### config.mk
export PLATFORM = sky130hd
export DESIGN_NAME = dram_line_sequencer
export DESIGN_NICKNAME = d
export VERILOG_FILES = /design/src/rtl/dram_line_sequencer.sv
export SDC_FILE = /design/constraint.sdc
export NUM_CORES = 1
export LEC_CHECK = 0
export ABC_CLOCK_PERIOD_IN_PS = 2900
export CAP_MARGIN = 10
export CELL_PAD_IN_SITES_DETAIL_PLACEMENT = 2
export CELL_PAD_IN_SITES_GLOBAL_PLACEMENT = 2
export CORE_AREA = 2 2 323 325
export DETAILED_ROUTE_END_ITERATION = 7
export DIE_AREA = 0 0 325 327
export GPL_ROUTABILITY_DRIVEN = 0
export PLACE_DENSITY_LB_ADDON = 0.08
export SETUP_SLACK_MARGIN = 0.2
export SLEW_MARGIN = 5
export SYNTH_ARGS = -nofsm -noshare
export SYNTH_HDL_FRONTEND = slang
export SYNTH_SLANG_ARGS = --single-unit
export TNS_END_PERCENT = 10
### constraint.sdc
create_clock -name gclk -period 2.9 [get_ports gclk]
set_input_delay 0.58 -clock gclk [delete_from_list [all_inputs] [get_ports gclk]]
set_output_delay 0.58 -clock gclk [all_outputs]
set_load 0.02 [all_outputs]
### src/rtl/dram_line_sequencer.sv
// Cache-line front end for the DRAM user interface. Writebacks leave as two 128-bit
// write beats, refills as one read command; read beats are reassembled into tagged lines.
package iu_clk_pkg;
  typedef struct packed {
    logic clk;
  } iu_clk_type;
endpackage

// state | meaning
// IDLE  | issue a held read, or beat 0 of a held write
// WR1   | beat 0 sent; beat 1 must follow before anything else
module dram_line_sequencer
  import iu_clk_pkg::*;
#(
  parameter int TAGW      = 5,
  parameter int RDQ_DEPTH = 4
) (
  input  iu_clk_type         gclk,
  input  logic               rst,
  input  logic               line_req_val,
  output logic               line_req_rdy,
  input  logic               line_req_rw,
  input  logic [25:0]        line_req_addr,
  input  logic [255:0]       line_req_data,
  input  logic [TAGW-1:0]    line_req_tag,
  output logic               line_resp_val,
  output logic [255:0]       line_resp_data,
  output logic [TAGW-1:0]    line_resp_tag,
  output logic               mem_req_val,
  input  logic               mem_req_rdy,
  output logic               mem_req_rw,
  output logic [25:0]        mem_req_addr,
  output logic [127:0]       mem_req_data,
  input  logic               mem_resp_val,
  input  logic [127:0]       mem_resp_data,
  output logic               err_orphan
);

  localparam int PW = $clog2(RDQ_DEPTH);
  localparam logic [PW:0] CNT_FULL = (PW+1)'(RDQ_DEPTH);

  typedef enum logic {S_IDLE, S_WR1} state_t;

  state_t            r_state;
  logic              r_full;
  logic              r_rw;
  logic [25:0]       r_addr;
  logic [255:0]      r_data;
  logic [TAGW-1:0]   r_tag;

  logic [TAGW-1:0]   r_tagq [RDQ_DEPTH];
  logic [PW-1:0]     r_wptr;
  logic [PW-1:0]     r_rptr;
  logic [PW:0]       r_cnt;

  logic              r_beat;
  logic [127:0]      r_lo;
  logic              r_resp_val;
  logic [255:0]      r_resp_data;
  logic [TAGW-1:0]   r_resp_tag;
  logic              r_orphan;

  logic w_fifo_full, w_fifo_empty;
  logic w_rd_go, w_wr0_go, w_wr1_go;
  logic w_take, w_free, w_push, w_pop;

  assign w_fifo_full  = (r_cnt == CNT_FULL);
  assign w_fifo_empty = (r_cnt == '0);

  // Beats are only presented when the controller is ready, so every beat shown is taken.
  assign w_rd_go  = (r_state == S_IDLE) & r_full & ~r_rw & ~w_fifo_full & mem_req_rdy;
  assign w_wr0_go = (r_state == S_IDLE) & r_full & r_rw & mem_req_rdy;
  assign w_wr1_go = (r_state == S_WR1) & mem_req_rdy;

  assign w_take = line_req_val & ~r_full;
  assign w_free = w_rd_go | w_wr1_go;
  assign w_push = w_rd_go;
  assign w_pop  = mem_resp_val & r_beat;

  assign line_req_rdy   = ~r_full;
  assign mem_req_val    = w_rd_go | w_wr0_go | w_wr1_go;
  assign mem_req_rw     = (r_state == S_WR1) | (r_full & r_rw);
  assign mem_req_addr   = r_addr;
  assign mem_req_data   = (r_state == S_WR1) ? r_data[255:128] : r_data[127:0];
  assign line_resp_val  = r_resp_val;
  assign line_resp_data = r_resp_data;
  assign line_resp_tag  = r_resp_tag;
  assign err_orphan     = r_orphan;

  always_ff @(posedge gclk.clk) begin
    if (rst) begin
      r_state     <= S_IDLE;
      r_full      <= 1'b0;
      r_rw        <= 1'b0;
      r_addr      <= '0;
      r_data      <= '0;
      r_tag       <= '0;
      r_wptr      <= '0;
      r_rptr      <= '0;
      r_cnt       <= '0;
      r_beat      <= 1'b0;
      r_lo        <= '0;
      r_resp_val  <= 1'b0;
      r_resp_data <= '0;
      r_resp_tag  <= '0;
      r_orphan    <= 1'b0;
    end else begin
      case (r_state)
        S_IDLE:  if (w_wr0_go) r_state <= S_WR1;
        S_WR1:   if (w_wr1_go) r_state <= S_IDLE;
        default: r_state <= S_IDLE;
      endcase

      if (w_take) begin
        r_full <= 1'b1;
        r_rw   <= line_req_rw;
        r_addr <= line_req_addr;
        r_data <= line_req_data;
        r_tag  <= line_req_tag;
      end else if (w_free) begin
        r_full <= 1'b0;
      end

      if (w_push) begin
        r_tagq[r_wptr] <= r_tag;
        r_wptr         <= r_wptr + 1'b1;
      end
      if (w_pop) r_rptr <= r_rptr + 1'b1;
      case ({w_push, w_pop})
        2'b10:   r_cnt <= r_cnt + 1'b1;
        2'b01:   r_cnt <= r_cnt - 1'b1;
        default: r_cnt <= r_cnt;
      endcase

      // A first beat with nothing outstanding is dropped and flagged.
      r_resp_val <= w_pop;
      if (mem_resp_val) begin
        if (r_beat) begin
          r_resp_data <= {mem_resp_data, r_lo};
          r_resp_tag  <= r_tagq[r_rptr];
          r_beat      <= 1'b0;
        end else if (!w_fifo_empty) begin
          r_lo   <= mem_resp_data;
          r_beat <= 1'b1;
        end else begin
          r_orphan <= 1'b1;
        end
      end
    end
  end

endmodule

==> flow_summary.yaml <==
floorplanning:
  die_x_um: 325
  die_y_um: 327
  core_um2: 103000
  die_area_um2: 106000
  start_util_pct: 26.8
  rows: 118
  ios: 841
critical_path:
  startpoint_type: "flip-flop"
  critical_path.max_fanout: 24
  worstPathArrival_ns: 2.21
  r2r-start: "r_state$_SDFF_PP0_"
  crit_required_ns: 2.32
  cp-endpoint: "mem_req_data[120]"
  cp-end-kind: "output port"
  critPathLaunch: "r_state$_SDFF_PP0_"
  reg2reg_depth: 10
  worstSetupPathType: "flip-flop to output port"
  timing.rr.end: "r_cnt[2]$_SDFFE_PP0P_"
  rrSetupSlack_ns: 0.48
power_and_ir_drop:
  peakVddDrop_mv: 0.374
  p_per_area_nw_per_um2: 605
  power_mw: 24.2
  p_leak_nw: 14.7
timing:
  fmax_mhz: 358
  setup_viol: 0
  worst_pin_slew_ns: 0.702
  period_share_pct: 96.4
  rsz0062_at_grt: "yes"
  relSlewSlack_pct: 53.2
  fin_crit_ns: 2.79
  maxSlewViolCount: 0
  hold_viol_final: 0
  fin_skew_ns: 0.0212
  fin_ws_ns: 0.106
routing:
  drc: 0
  drtPass1Iterations: 4
  ant_nets: 0
  num_vias: 24363
  via_per_inst: 4.53
  drt_iter0_markers: 903
  routed_wl_um: 112000
  avgRoutedWirePerCell_um: 20.7
grt:
  grt_use_total_pct: 20.2
  grt_pass1_vias: 25842
  grt_max_degree: 141
  grt_pass1_wl_um: 165000
  antenna_found_initial: 32
  grt_overflow: 0
clock_network:
  cts-hold-fix-buffers: 0
  clockBufferDepth: 3
  clkTransAtPathRegs_ns: 0.06
  clock_sinks: 709
  root_buffer: "clkbuf_16"
  clock_latency_ns: 0.65
  cts_htree_levels: 3
  cts_buffers: 87
  cts_tree: "done"
cells_and_area:
  final_nets: 4353
  synthToLayoutAreaGrowth_pct: 45.1
  n_fill_cell: 11356
  drive_above_1_share_pct: 10.6
logic_synthesis:
  synth-edff-count: 20
  synth-main-ff-cell: "dfxtp_1"
  synth_commonest_cells: "1100 x nand2_1, 689 x dfxtp_1, 537 x a21oi_1"
  postSynthRegisterBits: 709
  synthAdderAreaFrac_pct: 0.299
  synth_cell_type_count: 35
  synth_mux_area_share_pct: 10.3
  synth_area_um2: 27600
  synthTopCellsByArea: "dfxtp_1 50%, nand2_1 15%, a21oi_1 9.7%, nand2b_1 5.9%, mux2_2 5.2%"
  synth_top_family_by_area: "simple AND/OR/NAND/NOR gates"
  async_flop_share_pct: 0
  synth_compound_area_share_pct: 10.5
  syn_inst: 3180
  synth_most_common_cell: "nand2_1"
  ys_warn_count: 0
  synth_area_leader_cell: "dfxtp_1"
  yosys.area.top_type_share_pct: 50.0
  synth_xor_area_share_pct: 0.127
  yosys.area_share.simple_pct: 21.5
  seq_area_frac_synth_pct: 52.2
  synth.net_count: 3607
  syn_avg_cell_area_um2: 8.67
worst_hold_path:
  holdCritStartpoint: "rst"
  hp-class: "input port to flip-flop"
flow_run:
  maxCapViolations: 0
placement:
  hpwl_um: 79600
  dpl_worst_slack_ns: -0.105
  port_buffers: 840
status:
  status: "complete, no violations"
==> repair_timing <==
action,4_1_cts,5_1_grt
setup buffers,2,0
gates resized for setup,257,68
endpoints found under the setup margin,130,55
==> report_power, final <==
part           leakage [nW]  switching, mW  total [mW]  internal [mW]
registers              5.79          0.201        10.4           10.2
clock network          1.44           4.47        11.2           6.73
logic                  7.46           1.38        2.65           1.26
==> routing by layer <==
metal / up-vias / track usage [%] / share of wire (%)
li1: 11810 / - / -
met1: 11788 / 22.1 / 39
met2: 552 / 36.7 / 51
met3: 169 / 7.22 / 7.6
met4: 44 / 5.79 / 2.4
met5: - / 0 / 0.25
==> cell families (layout without fill, tap and decap cells) <==
group / after synthesis / count (layout)
AND/OR/NAND/NOR: 1383 / 1383
AO/OA/AOI/OAI: 564 / 564
multiplexers: 261 / 261
flip-flops: 709 / 709
buffers and inverters: 253 / 1070
adder cells (fa/ha/maj): 6 / 6
XOR/XNOR: 4 / 4
other: 0 / 6
==> through the flow <==
stage | setup TNS, ns | instances | util, % | hold WS [ns] | cell area, um^2
floorplan | 0 | 3180 | - | 0.432 | 27600
global placement | -0.115 | 5215 | 36.3 | 0.441 | 37300
detailed placement | -0.105 | 5215 | 36.3 | 0.448 | 37300
CTS | 0 | 5377 | 39.0 | 0.382 | 40100
global route | 0 | 5381 | 38.9 | 0.432 | 40000
finish | 0 | 5383 | 38.9 | 0.413 | 40000
==> worst max-delay path: stages (launching register included) <==
cell and delay [ns]:
dfxtp_4 0.41, buf_12 0.20, mux2_2 0.36, clkdlybuf4s50_1 0.56
==> area by class of cell <==
| cell class | instances | area (um^2) | share of cell area, % |
|---|---|---|---|
| Multi-Input combinational cell | 2218 | 11800 | 29.5 |
| Clock buffer | 138 | 2660 | 6.66 |
| Timing Repair Buffer | 903 | 9110 | 22.8 |
| Clock inverter | 22 | 250 | 0.625 |
| Antenna cell | 6 | 15.0 | 0.0375 |
| Tap cell | 1380 | 1730 | 4.31 |
| Inverter | 7 | 33.8 | 0.0844 |
| Sequential cell | 709 | 14400 | 36.0 |
==> worst min path at each step <==
stage,cells past startpoint,to
after floorplan,2,line_resp_data[100]$_SDFFE_PP0P_
after global placement,2,r_data[24]$_SDFFE_PP0P_
after detailed placement,2,r_data[35]$_SDFFE_PP0P_
after CTS,2,line_resp_val$_SDFF_PP0_
after global routing,2,line_resp_val$_SDFF_PP0_
final,2,line_resp_val$_SDFF_PP0_
==> cells in the final DEF (no fill, tap or decap), types with 2 or more instances in the layout <==
master and n:
clkbuf_1 26, xor2_1 3, clkbuf_2 5, dfxtp_1 687
nor2_1 8, bufinv_16 5, nor2b_4 2, mux4_2 5
clkbuf_8 21, nand2_1 1099, o21ai_0 4, clkinv_2 13
clkbuf_16 91, or3_1 2, inv_6 3, mux2_2 127
a21oi_1 536, nand2b_1 257, nor2b_1 2, dlygate4sd2_1 46
dlymetal6s2s_1 24, inv_1 6, clkdlybuf4s50_1 710, mux2i_1 128
buf_4 24, ha_1 5, buf_2 50, diode_2 6
nor3b_2 5, a21oi_2 21, clkdlybuf4s15_2 4, buf_16 2
buf_12 36, edfxtp_1 20
==> state kept, by name (all words and copies together), names as in the netlist, 2 cells and up <==
| signal | count |
|---|---|
| r_tag | 5 |
| mem_req_addr | 26 |
| r_cnt | 3 |
| r_lo | 128 |
| r_data | 256 |
| line_resp_tag | 5 |
| r_rptr | 2 |
| r_tagq | 20 |
| r_wptr | 2 |
| line_resp_data | 256 |
(Power assumes the default switching activity.)
